File: config.mk
export PLATFORM = sky130hd
export DESIGN_NAME = isqrt_pipe_arbiter
export DESIGN_NICKNAME = d
export VERILOG_FILES = /design/src/rtl/isqrt_arb_pkg.sv /design/src/rtl/isqrt_arb_tag_fifo.sv /design/src/rtl/isqrt_pipe_arbiter.sv
export SDC_FILE = /design/constraint.sdc
export NUM_CORES = 1
export LEC_CHECK = 0
export CAP_MARGIN = 5
export CORE_MARGIN = 2
export CORE_UTILIZATION = 38
export CTS_BUF_LIST = sky130_fd_sc_hd__clkbuf_8
export CTS_CLUSTER_DIAMETER = 200
export DETAILED_ROUTE_END_ITERATION = 7
export GPL_TIMING_DRIVEN = 0
export PLACE_DENSITY_LB_ADDON = 0.3
export SLEW_MARGIN = 15
export SYNTH_ARGS = -nofsm -noshare
export SYNTH_HDL_FRONTEND = slang
export SYNTH_SLANG_ARGS = --single-unit
File: constraint.sdc
create_clock -name clk -period 3.24 [get_ports clk]
set_clock_uncertainty 0.05 [all_clocks]
set_input_delay 0.486 -clock clk [delete_from_list [all_inputs] [get_ports clk]]
set_output_delay 0.486 -clock clk [all_outputs]
set_load 0.01 [all_outputs]
File: src/rtl/isqrt_arb_pkg.sv
// Shared constants and the round-robin search helper for the isqrt request arbiter.
package isqrt_arb_pkg;

  localparam int ISQRT_ARB_N_REQ_DEF     = 4;
  localparam int ISQRT_ARB_TAG_DEPTH_DEF = 16;
  localparam int ISQRT_ARB_MAX_REQ       = 8;

  typedef struct packed {
    logic       found;
    logic [2:0] idx;
  } rr_grant_t;

  // First set bit of vld scanning ptr, ptr+1, ... modulo n; n is at most ISQRT_ARB_MAX_REQ.
  function automatic rr_grant_t rr_pick(input logic [ISQRT_ARB_MAX_REQ-1:0] vld,
                                        input int n, input int ptr);
    rr_grant_t r;
    int        idx;
    logic [2:0] idx3;
    r = '0;
    for (int k = ISQRT_ARB_MAX_REQ - 1; k >= 0; k--) begin
      if (k < n) begin
        idx = ptr + k;
        if (idx >= n) idx = idx - n;
        idx3 = 3'(idx);
        if (vld[idx3]) begin
          r.found = 1'b1;
          r.idx   = idx3;
        end
      end
    end
    return r;
  endfunction

endpackage

File: src/rtl/isqrt_arb_tag_fifo.sv
// Tag FIFO remembering which requester owns each in-flight isqrt operation.
module isqrt_arb_tag_fifo #(
  parameter int W     = 2,
  parameter int DEPTH = 16
) (
  input  logic                   clk,
  input  logic                   rst,
  input  logic                   push,
  input  logic [W-1:0]           push_data,
  input  logic                   pop,
  output logic [W-1:0]           head,
  output logic [$clog2(DEPTH):0] count
);

  localparam int PTR_W = $clog2(DEPTH);

  logic [W-1:0]     mem [DEPTH];
  logic [PTR_W-1:0] wr_ptr;
  logic [PTR_W-1:0] rd_ptr;
  logic             push_ok;
  logic             pop_ok;

  assign push_ok = push && (count != (PTR_W + 1)'(DEPTH));
  assign pop_ok  = pop && (count != '0);
  assign head    = mem[rd_ptr];

  // NOTE: state registers use <= so every flop samples pre-edge values regardless of block order.
  always_ff @(posedge clk) begin
    if (rst) begin
      wr_ptr <= '0;
      rd_ptr <= '0;
      count  <= '0;
    end else begin
      if (push_ok) wr_ptr <= wr_ptr + 1'b1;
      if (pop_ok)  rd_ptr <= rd_ptr + 1'b1;
      case ({push_ok, pop_ok})
        2'b10:   count <= count + 1'b1;
        2'b01:   count <= count - 1'b1;
        default: count <= count;
      endcase
    end
  end

  // NOTE: storage is not reset; count guards every read, so stale entries are never observed.
  always_ff @(posedge clk) begin
    if (push_ok) mem[wr_ptr] <= push_data;
  end

endmodule

File: src/rtl/isqrt_pipe_arbiter.sv
// Round-robin sharing of one pipelined isqrt among N_REQ requesters with tagged result routing.
// Optional macro ISQRT_ARB_ORPHAN_CHECK_EN enables the sticky err_orphan flag.
module isqrt_pipe_arbiter
  import isqrt_arb_pkg::*;
#(
  parameter int N_REQ     = ISQRT_ARB_N_REQ_DEF,
  parameter int TAG_DEPTH = ISQRT_ARB_TAG_DEPTH_DEF
) (
  input  logic              clk,
  input  logic              rst,
  input  logic [N_REQ-1:0]    req_vld,
  input  logic [N_REQ*32-1:0] req_x,
  output logic [N_REQ-1:0]    req_rdy,
  output logic [N_REQ-1:0]    rsp_vld,
  output logic [15:0]         rsp_y,
  output logic                isqrt_x_vld,
  output logic [31:0]         isqrt_x,
  input  logic                isqrt_y_vld,
  input  logic [15:0]         isqrt_y,
  output logic                busy,
  output logic                err_orphan
);

  localparam int TAG_W = $clog2(N_REQ);
  localparam int CNT_W = $clog2(TAG_DEPTH) + 1;

  logic [TAG_W-1:0] ptr;
  logic [TAG_W-1:0] g;
  logic [TAG_W-1:0] head;
  logic [CNT_W-1:0] count;
  logic [CNT_W-1:0] count_next;
  rr_grant_t        pick;
  logic             full;
  logic             issue;
  logic             pop;

  // NOTE: every output of this block gets a default first, so no path can infer a latch.
  always_comb begin
    pick        = rr_pick(8'(req_vld), N_REQ, int'(ptr));
    g           = TAG_W'(pick.idx);
    full        = (count == CNT_W'(TAG_DEPTH));
    issue       = pick.found && !full && !rst;
    pop         = isqrt_y_vld && (count != '0);
    req_rdy     = '0;
    isqrt_x     = '0;
    isqrt_x_vld = issue;
    if (issue) begin
      req_rdy[g] = 1'b1;
      isqrt_x    = req_x[32*g +: 32];
    end
    case ({issue, pop})
      2'b10:   count_next = count + 1'b1;
      2'b01:   count_next = count - 1'b1;
      default: count_next = count;
    endcase
  end

  isqrt_arb_tag_fifo #(
    .W     (TAG_W),
    .DEPTH (TAG_DEPTH)
  ) u_tag_fifo (
    .clk       (clk),
    .rst       (rst),
    .push      (issue),
    .push_data (g),
    .pop       (pop),
    .head      (head),
    .count     (count)
  );

  always_ff @(posedge clk) begin
    if (rst) begin
      ptr     <= '0;
      rsp_vld <= '0;
      rsp_y   <= '0;
      busy    <= 1'b0;
    end else begin
      if (issue) ptr <= (g == TAG_W'(N_REQ - 1)) ? '0 : g + 1'b1;
      rsp_vld <= pop ? (N_REQ'(1) << head) : '0;
      if (pop) rsp_y <= isqrt_y;
      busy <= (count_next != '0);
    end
  end

`ifdef ISQRT_ARB_ORPHAN_CHECK_EN
  always_ff @(posedge clk) begin
    if (rst) begin
      err_orphan <= 1'b0;
    end else if (isqrt_y_vld && (count == '0)) begin
      err_orphan <= 1'b1;
    end
  end

`ifndef SYNTHESIS
  always_ff @(posedge clk) begin
    if (!rst && isqrt_y_vld && (count == '0)) $error("isqrt_pipe_arbiter: orphan isqrt result");
  end
`endif
`else
  // Results arriving with no tag outstanding are dropped without a trace.
  assign err_orphan = 1'b0;
`endif

endmodule

==> out/qor.csv <==
stage,metric,value,unit
sta,finalHoldViolations,0,
sta,finalCriticalPeriod,3.40,ns
cells_and_area,syn_to_final_growth,69.8,%
power_and_ir_drop,switching_power,2.63,mW
die,die_h,111,um
sta,fin_crit_sh,105,%
die,start_util,38.6,%
setup_path,r2r_slack,0.31,ns
cells_and_area,layoutNonFillerInstCount,849,
worst_hold_path,min_path_cells,2,
sta,slew_headroom,61.9,%
cells_and_area,nNetsFinal,867,
cells_and_area,fill_cells,916,
synth,synth_enable_flop_cells,32,
clocking,max-clock-path-buffers,2,
sta,holdWs,0.406,ns
place,place_area,6620,um2
synth,ys_seq_area_share,40.3,%
synth,yosys_warnings,0,
synth,synth_cells,453,
clocking,clkTransAtPathRegs,0.07,ns
die,dieArea,12400,um2
setup_path,reg2reg_depth,11,
clocking,insertion_delay,0.34,ns
cells_and_area,register_area,1770,um2
synth,async_flop_share,0,%
routing,avgRoutedWirePerCell,18.4,um
worst_hold_path,min_from,rsp_y[15],
synth,ys_ff_latch,72,
place,place.gp.congestion,0.890,
setup_path,criticalPathCategory,flop to output port,
power_and_ir_drop,p_per_area,881,nW/um2
sta,finalWorstSetupSlack,-0.157,ns
routing,num_vias,4595,
die,core-area,11300,um2
synth,syn_nets,620,
global_route,grt_max_degree,28,
power_and_ir_drop,p_seq_share,19.6,%
sta,timing.fmax,294,MHz
routing,vias_per_cell,5.41,
global_route,grt_pass1_vias,4705,
synth,synth.avg_cell_area,9.65,um2
worst_hold_path,min_to,rsp_y[15],
place,place_ws,-1.18,ns
place,place_inst,803,
routing,drt-initial-drc-count,223,
sta,rsz0062_at_grt,true,
synth,yosysUniqueCellTypes,50,
worst_hold_path,min_path_type,flop to flop,
power_and_ir_drop,p_int,3.91,mW
power_and_ir_drop,p_clk_share,11.9,%
setup_path,worst-path-max-fanout,6,
clocking,cts_tree,done,
clocking,cts_max_level,3,
status,status,finished with violations,
status,failed_checks,negative setup slack,
place,hpwl,11300,um
global_route,grt_use_total,23.4,%
setup_path,r2r-end,u_tag_fifo.count[4],
flow_run,drv_cap,0,
setup_path,crit_arrival,2.86,ns
routing,drc,0,
place,place.port_buffers,207,
sta,slew_violations,0,
cells_and_area,drive_gt1_share,25.7,%
global_route,antenna_found_initial,2,
sta,setup-tns-final,-3.50,ns
clocking,cts_made_buffers,9,
clocking,cts_root_buf,clkbuf_8,
setup_path,start_kind,flop,
routing,ant_nets,0,
setup_path,r2r_start,ptr[0],
global_route,grt_pass1_wl,23200,um
power_and_ir_drop,power.leakage,2.87,nW
synth,synthesis.area,4370,um2
cells_and_area,final_common_cell,clkdlybuf4s50_1,
die,die_w,111,um
cells_and_area,multi_input_area,2600,um2
cells_and_area,finalInstanceArea,7420,um2
power_and_ir_drop,sw_frac_of_total,40.2,%
cells_and_area,layout.cells.most_common_list,"clkdlybuf4s50_1 (167), nand2_1 (76), a21oi_1 (50)",
power_and_ir_drop,p_comb_share,68.4,%
clocking,hold_buffers,0,
die,rows,39,
sta,finalSetupViolCount,34,
setup_path,cp.required,2.70,ns
synth,synth_top_flop_cell,dfxtp_1,
clocking,numClockSinks,72,
routing,wl,15600,um
global_route,overflow,0,
sta,tightest_slew,0.571,ns
die,io_pins,210,
setup_path,cp-end-kind,output port,
routing,dr.pass1.iters,4,
power_and_ir_drop,vdd_drop_max,0.578,mV
[synthesized netlist by cell type (10+ instances only)]
library cell	instances	area, um2
a221oi_1	20	175
clkbuf_1	20	75.1
a221oi_2	13	195
mux4_2	10	225
nor2_1	35	131
mux2i_1	34	340
inv_1	12	45.0
nand2_1	79	297
a21oi_1	57	285
edfxtp_1	32	961
dfxtp_1	40	801
ha_1	16	200
[metrics by stage]
stage / total power [mW] / util, %
2_1_floorplan: 3.43 / -
3_3_place_gp: 4.61 / 58.5
3_5_place_dp: 4.69 / 58.5
4_1_cts: 5.85 / 62.1
5_1_grt: 6.91 / 65.6
6_report: 6.54 / 65.6
[power by group through the flow]
stage | sequential, mW | clock [mW] | combinational [mW]
after detailed placement | 1.28 | 0 | 3.41
after global placement | 1.27 | 0 | 3.35
after CTS | 1.27 | 0.790 | 3.79
final | 1.28 | 0.780 | 4.48
after floorplan | 1.29 | 0 | 2.14
after global routing | 1.30 | 0.825 | 4.79
[sequential cells by signal (all words and copies together) (netlist names), named ones only]
signal	cells
rsp_y	16
rsp_vld	4
ptr	2
busy	1
u_tag_fifo.mem	32
u_tag_fifo.count	5
u_tag_fifo.wr_ptr	4
u_tag_fifo.rd_ptr	4
[layer usage]
| layer | vias to the layer above | share of wire, % | track usage [%] |
|---|---|---|---|
| met5 | - | 0 | 0 |
| met4 | 0 | 4.5 | 11.9 |
| met3 | 45 | 7.6 | 6.72 |
| met2 | 199 | 54 | 44.4 |
| met1 | 2204 | 34 | 22.8 |
| li1 | 2147 | - | - |
[critical path: stages, from the launching register on]
cell,delay (ns)
dfxtp_4,0.38
inv_6,0.04
ha_4,0.28
mux2_4,0.33
mux2_4,0.27
a221oi_4,0.22
nor2_4,0.12
buf_8,0.16
buf_12,0.14
mux2i_2,0.15
a221oi_1,0.27
buf_2,0.18
[logic make-up (layout without fill, tap and decap cells)]
kind of cell	Yosys count	count (layout)	synth area share, %
AO/OA/AOI/OAI	111	111	18.5
XOR/XNOR	9	9	1.80
adder cells (fa/ha/maj)	16	16	4.58
buffers and inverters	53	304	6.38
multiplexers	50	50	14.6
AND/OR/NAND/NOR	141	141	13.8
other	1	3	0.0858
flip-flops	72	72	40.3
[final cells by class]
| cell class | count | area share, % |
|---|---|---|
| clock buffer | 11 | 2.04 |
| antenna | 2 | 0.0674 |
| timing repair buffer | 238 | 30.5 |
| sequential | 72 | 23.8 |
| multi-input combinational | 328 | 35.1 |
| clock inverter | 4 | 0.927 |
| inverter | 14 | 0.944 |
| tap | 143 | 2.41 |
| buffer | 37 | 4.23 |
[worst max-delay path by stage]
stage,from,endpoint
final,ptr[0],isqrt_x[9]
after global routing,ptr[0],isqrt_x[9]
after CTS,ptr[0],isqrt_x[6]
after detailed placement,req_vld[1],req_rdy[3]
after global placement,req_vld[1],req_rdy[3]
after floorplan,ptr[0],req_rdy[1]
[timing repair]
item | in CTS | in global routing
pin swaps | 10 | 27
hold endpoints to repair | 0 | 0
cloned | 0 | 4
gates resized for setup | 209 | 55
endpoints found under the setup margin | 40 | 40
buffers inserted | 18 | 9
Power figures use the tool's default switching activity.
